`config.mk`:
```
export PLATFORM = sky130hd
export DESIGN_NAME = alu_seq8
export DESIGN_NICKNAME = d
export VERILOG_FILES = /design/src/rtl/alu_seq8.sv
export SDC_FILE = /design/constraint.sdc
export NUM_CORES = 1
export LEC_CHECK = 0
export CAP_MARGIN = 20
export CORE_MARGIN = 4
export CORE_UTILIZATION = 49
export CTS_CLUSTER_DIAMETER = 40
export DETAILED_ROUTE_END_ITERATION = 6
export PLACE_DENSITY = 0.86
export SYNTH_ARGS = -nofsm -noshare
export SYNTH_HDL_FRONTEND = slang
export SYNTH_SLANG_ARGS = --single-unit
```
`constraint.sdc`:
```
create_clock -name clk -period 1.98 [get_ports clk]
set_input_delay 0.396 -clock clk [delete_from_list [all_inputs] [get_ports clk]]
set_output_delay 0.396 -clock clk [all_outputs]
set_load 0.01 [all_outputs]
```
`src/rtl/alu_seq8.sv`:
```
// 8-bit add/sub/nand sequencer driving an external 4-bit ALU nibble by nibble.
// Optional ALU_SEQ_ZERO_FLAG_EN adds the rsp_zf zero-result output.
module alu_seq8 (
  input  logic       clk,
  input  logic       rst_n,
  input  logic       req_valid,
  output logic       req_ready,
  input  logic [7:0] req_a,
  input  logic [7:0] req_b,
  input  logic [1:0] req_op,
  output logic [3:0] alu_a,
  output logic [3:0] alu_b,
  output logic [1:0] alu_op,
  input  logic [3:0] alu_r,
  input  logic       alu_cf,
  output logic       rsp_valid,
  input  logic       rsp_ready,
  output logic [7:0] rsp_result,
  output logic       rsp_cf,
  output logic       rsp_err
`ifdef ALU_SEQ_ZERO_FLAG_EN
  ,
  output logic       rsp_zf
`endif
);

  typedef enum logic [2:0] {IDLE, LO, HI, FIX, DONE} state_e;
  typedef enum logic [1:0] {OP_ADD = 2'b00, OP_SUB = 2'b01, OP_RSV = 2'b10, OP_NAND = 2'b11} op_e;

  state_e     state;
  op_e        op_q;
  logic [7:0] a_q;
  logic [7:0] b_q;
  logic       c_lo;
  logic       c_hi;
  logic       c_fix;

  always_ff @(posedge clk) begin
    if (!rst_n) begin
      state      <= IDLE;
      op_q       <= OP_ADD;
      a_q        <= '0;
      b_q        <= '0;
      c_lo       <= 1'b0;
      c_hi       <= 1'b0;
      c_fix      <= 1'b0;
      req_ready  <= 1'b1;
      rsp_valid  <= 1'b0;
      rsp_result <= '0;
      rsp_err    <= 1'b0;
    end else begin
      case (state)
        IDLE: begin
          if (req_valid) begin
            a_q        <= req_a;
            b_q        <= req_b;
            op_q       <= op_e'(req_op);
            c_lo       <= 1'b0;
            c_hi       <= 1'b0;
            c_fix      <= 1'b0;
            req_ready  <= 1'b0;
            rsp_result <= '0;
            if (op_e'(req_op) == OP_RSV) begin
              state     <= DONE;
              rsp_valid <= 1'b1;
              rsp_err   <= 1'b1;
            end else begin
              state   <= LO;
              rsp_err <= 1'b0;
            end
          end
        end
        LO: begin
          rsp_result[3:0] <= alu_r;
          c_lo            <= alu_cf;
          state           <= HI;
        end
        HI: begin
          rsp_result[7:4] <= alu_r;
          c_hi            <= alu_cf;
          // Low nibble carry (add) or borrow (sub) still owed to the high nibble.
          if ((op_q == OP_ADD && c_lo) || (op_q == OP_SUB && !c_lo)) begin
            state <= FIX;
          end else begin
            state     <= DONE;
            rsp_valid <= 1'b1;
          end
        end
        FIX: begin
          rsp_result[7:4] <= alu_r;
          c_fix           <= alu_cf;
          state           <= DONE;
          rsp_valid       <= 1'b1;
        end
        DONE: begin
          if (rsp_ready) begin
            state     <= IDLE;
            rsp_valid <= 1'b0;
            req_ready <= 1'b1;
          end
        end
        default: state <= IDLE;
      endcase
    end
  end

  always_comb begin
    alu_a  = '0;
    alu_b  = '0;
    alu_op = '0;
    case (state)
      LO:  begin alu_a = a_q[3:0];        alu_b = b_q[3:0]; alu_op = op_q; end
      HI:  begin alu_a = a_q[7:4];        alu_b = b_q[7:4]; alu_op = op_q; end
      FIX: begin alu_a = rsp_result[7:4]; alu_b = 4'b0001;  alu_op = op_q; end
      default: ;
    endcase
  end

  // c_fix is cleared on acceptance, so add without a FIX pass reduces to c_hi.
  always_comb begin
    rsp_cf = 1'b0;
    if (state == DONE) begin
      case (op_q)
        OP_ADD:  rsp_cf = c_hi | c_fix;
        OP_SUB:  rsp_cf = c_lo ? c_hi : (c_hi & c_fix);
        default: rsp_cf = 1'b0;
      endcase
    end
  end

`ifdef ALU_SEQ_ZERO_FLAG_EN
  assign rsp_zf = rsp_valid && (rsp_result == 8'h00);
`endif

endmodule

```
==> summary.md <==
| Metric | Value |
|---|---|
| CTS buffer count | `5` |
| Post-detail-place hpwl | `2870 um` |
| Mux contribution to synthesized area | `2.51%` |
| GRT met3 Usage | `6.41%` |
| Largest family of logic cells by synthesized area | `simple AND/OR/NAND/NOR gates` |
| Worst Tran Pin Value | `446 ps` |
| Endpoints failing setup | `0` |
| Skew-Pair Late Insertion Delay | `330 ps` |
| DR vias/cell | `5.25` |
| Arrival time worst endpoint | `1510 ps` |
| RSZ-0062 raised after global routing | `true` |
| Worst-path clk slew | `100 ps` |
| Overall Global Routing Usage | `20.3%` |
| Antenna violations before repair | `0` |
| Power Dens Cells | `727 mW/mm^2` |
| Die Area | `0.00423 sq mm` |
| Fin crit period | `1900 ps` |
| Share of cells above drive strength 1 | `15.5%` |
| Final Hold Viols | `0` |
| Final WL | `3990 um` |
| Reg area | `708 sq um` |
| Net count after synthesis | `221` |
| Port Buf Inserts | `48` |
| Fillers | `255` |
| DRC Markers | `0` |
| Buffers plus inverters on the worst setup path | `3` |
| Netlist cell types | `35` |
| Prevailing post-synth register cell | `dfxtp_1` |
| CP Launch Type | `register` |
| CTS tree | `done` |
| Mapped Area | `0.00159 sq mm` |
| Routed len/inst | `13.5 um` |
| Post-synth EDFFs | `0` |
| Setup Skew | `9.18 ps` |
| Hold path startpoint | `b_q[3]$_SDFFE_PN0P_` |
| Commonest non-fill, non-tap cells in the layout | `nand2_1 (48), clkdlybuf4s50_1 (37), dfxtp_1 (33)` |
| Leakage Power | `0.877 nW` |
| Hold EP | `b_q[3]$_SDFFE_PN0P_` |
| Most used routing layer | `met2` |
| Slowest CP cell | `dfxtp_4` |
| WHS | `457 ps` |
| First-pass GRT wire length | `6770 um` |
| Power Total | `1.62 mW` |
| Cell depth of the worst min-delay path | `2` |
| Post-route ant nets | `0` |
| CP delay by family, top | `flip-flops` |
| Starting Density | `51.8%` |
| CP Class | `reg -> out` |
| Core area | `0.00308 sq mm` |
| DP Cell Count | `286` |
| Slew Viols, Final | `0` |
| Adder-cell share of the synthesized area | `0%` |
| Clk sinks | `35` |
| H-Tree Depth | `2` |
| Final cell count without fillers | `296` |
| Row count | `20` |
| XOR/XNOR share of the synthesized area | `0.549%` |
| Total number of vias | `1553` |
| Crit path required time | `1580 ps` |
| Worst rel slew slack | `69.9%` |
| Gr ovfl total | `0` |
| VDD IR max | `468 uV` |
| R2R Setup Slk | `470 ps` |
| CP endpoint kind | `output pin` |
| Max-cap violations | `0` |
| Fmax | `525 MHz` |
| Crit-path cells | `buf_6, buf_6, mux2i_1, nor2_1, a21oi_1, nor2_1, buf_2` |
| Pin count of the biggest net entering global routing | `20` |
| Worst reg2reg path depth | `6` |
| Most common cell after layout, fill and taps aside | `nand2_1` |
| Die X | `65.0 um` |
| Synth warn | `0` |
| Outcome | `complete, no violations` |
| Yosys reg bits | `35` |
| IO Count | `49` |
| CTS root buffer | `clkbuf_4` |
| Layout area overhead | `39.9%` |
| CTS Buffer Depth | `2` |
| Ant diodes | `0` |
| Final Cycle Share | `96.2%` |
| Multi-input gate area | `833 sq um` |
| Drt initial violations | `71` |
| Drt pass-1 iters | `4` |
| Post-layout net count | `280` |
| Synth Area in Simple Gates | `26.8%` |
| R2R Path Start | `state[1]$_SDFFE_PN0P_` |
| Synth Area in Compound Gates | `21.8%` |
| Worst-path fanout max | `6` |
| Max incr delay on CP | `400 ps` |
| Routability cong. | `0.808` |
| Met2 usage in global routing | `34.2%` |
| Number of global-route vias before repair | `1478` |
| Hold Path Class | `reg -> reg` |
| Register area share after synthesis | `44.0%` |
| Die Ht | `65.0 um` |
| Mean Syn Cell Area | `8.22 sq um` |
| Hold Buf Count CTS | `0` |
| FF-to-FF End | `a_q[4]$_SDFFE_PN0P_` |
| GRT met1 Usage | `24.2%` |
| Syn Inst Count | `194` |
| Asr flop ratio synth | `0%` |
[sequential cells by signal, indices dropped and copies added, names as in the netlist]
name / flops
op_q: 2
state: 3
a_q: 8
c_hi: 1
c_fix: 1
req_ready: 1
c_lo: 1
rsp_err: 1
rsp_result: 8
rsp_valid: 1
b_q: 8
[stage by stage]
| stage | utilization [%] | cell area, sq um | setup slack, ps | TNS [ps] |
|---|---|---|---|---|
| 2_1_floorplan | - | 1590 | 222 | 0 |
| 3_3_place_gp | 70.1 | 2160 | -26.6 | -26.6 |
| 3_5_place_dp | 70.1 | 2160 | -63.6 | -63.6 |
| 4_1_cts | 72.0 | 2210 | 39.8 | 0 |
| 5_1_grt | 72.4 | 2230 | -28.9 | -67.2 |
| 6_report | 72.4 | 2230 | 75.8 | 0 |
[layout make-up]
type | instances | share of cell area [%]
Clock buffer | 5 | 1.68
Multi-Input combinational cell | 145 | 37.4
Clock inverter | 1 | 0.337
Sequential cell | 35 | 31.8
Tap cell | 44 | 2.47
Inverter | 2 | 0.337
Timing Repair Buffer | 64 | 26.0
[Yosys cell counts, drive strengths merged, types with 2 or more instances]
| cell | count | share of area [%] |
|---|---|---|
| clkbuf | 4 | 0.94 |
| nor3 | 3 | 1.3 |
| nor2 | 21 | 5.4 |
| nand2 | 48 | 11 |
| and2b | 2 | 0.94 |
| nor2b | 3 | 1.2 |
| a21oi | 7 | 2.2 |
| mux2i | 4 | 2.5 |
| o22ai | 4 | 1.6 |
| a21boi | 24 | 11 |
| buf | 8 | 3.0 |
| nor3b | 3 | 2.1 |
| inv | 2 | 0.47 |
| o21ai | 3 | 0.94 |
| dfxtp | 35 | 44 |
| nand3 | 8 | 2.8 |
| a22oi | 3 | 1.4 |
[worst min-delay path, stage by stage (launching register included)]
cell	delay, ps
dfxtp_1	320
nand2_1	50
a21boi_1	50
[what timing repair did]
action / in CTS / in global routing
setup endpoints to repair: 11 / 6
resized for setup: 26 / 10
endpoints found under the hold margin: 0 / 0
setup buffers: 2 / 2
pin swaps: 0 / 4
[power breakdown]
group	internal (mW)	switching, mW	total [mW]
Clock	0.125	0.222	0.346
Sequential	0.771	0.0461	0.817
Combinational	0.230	0.228	0.458
Total	1.13	0.496	1.62
[kinds of logic (layout without fill, tap and decap cells)]
family	count (synthesis)	in the layout
AO/OA/AOI/OAI	49	49
flip-flops	35	35
buffers and inverters	14	72
multiplexers	4	4
AND/OR/NAND/NOR	91	91
XOR/XNOR	1	1
[worst max-delay path by stage]
stage / start / to / cells past startpoint
global route: state[1]$_SDFFE_PN0P_ / alu_a[3] / 7
floorplan: state[0]$_SDFFE_PN0P_ / rsp_cf / 4
CTS: state[0]$_SDFFE_PN0P_ / rsp_cf / 4
detailed placement: state[0]$_SDFFE_PN0P_ / rsp_cf / 4
global placement: state[0]$_SDFFE_PN0P_ / rsp_cf / 4
finish: state[1]$_SDFFE_PN0P_ / alu_a[3] / 7
[routing by layer]
metal  routed length (um)  part of all wire (%)
met4                   69                   1.7
met3                  228                   5.7
met1                 1760                    44
met5                    0                     0
met2                 1930                    48
Power figures use the tool's default switching activity.
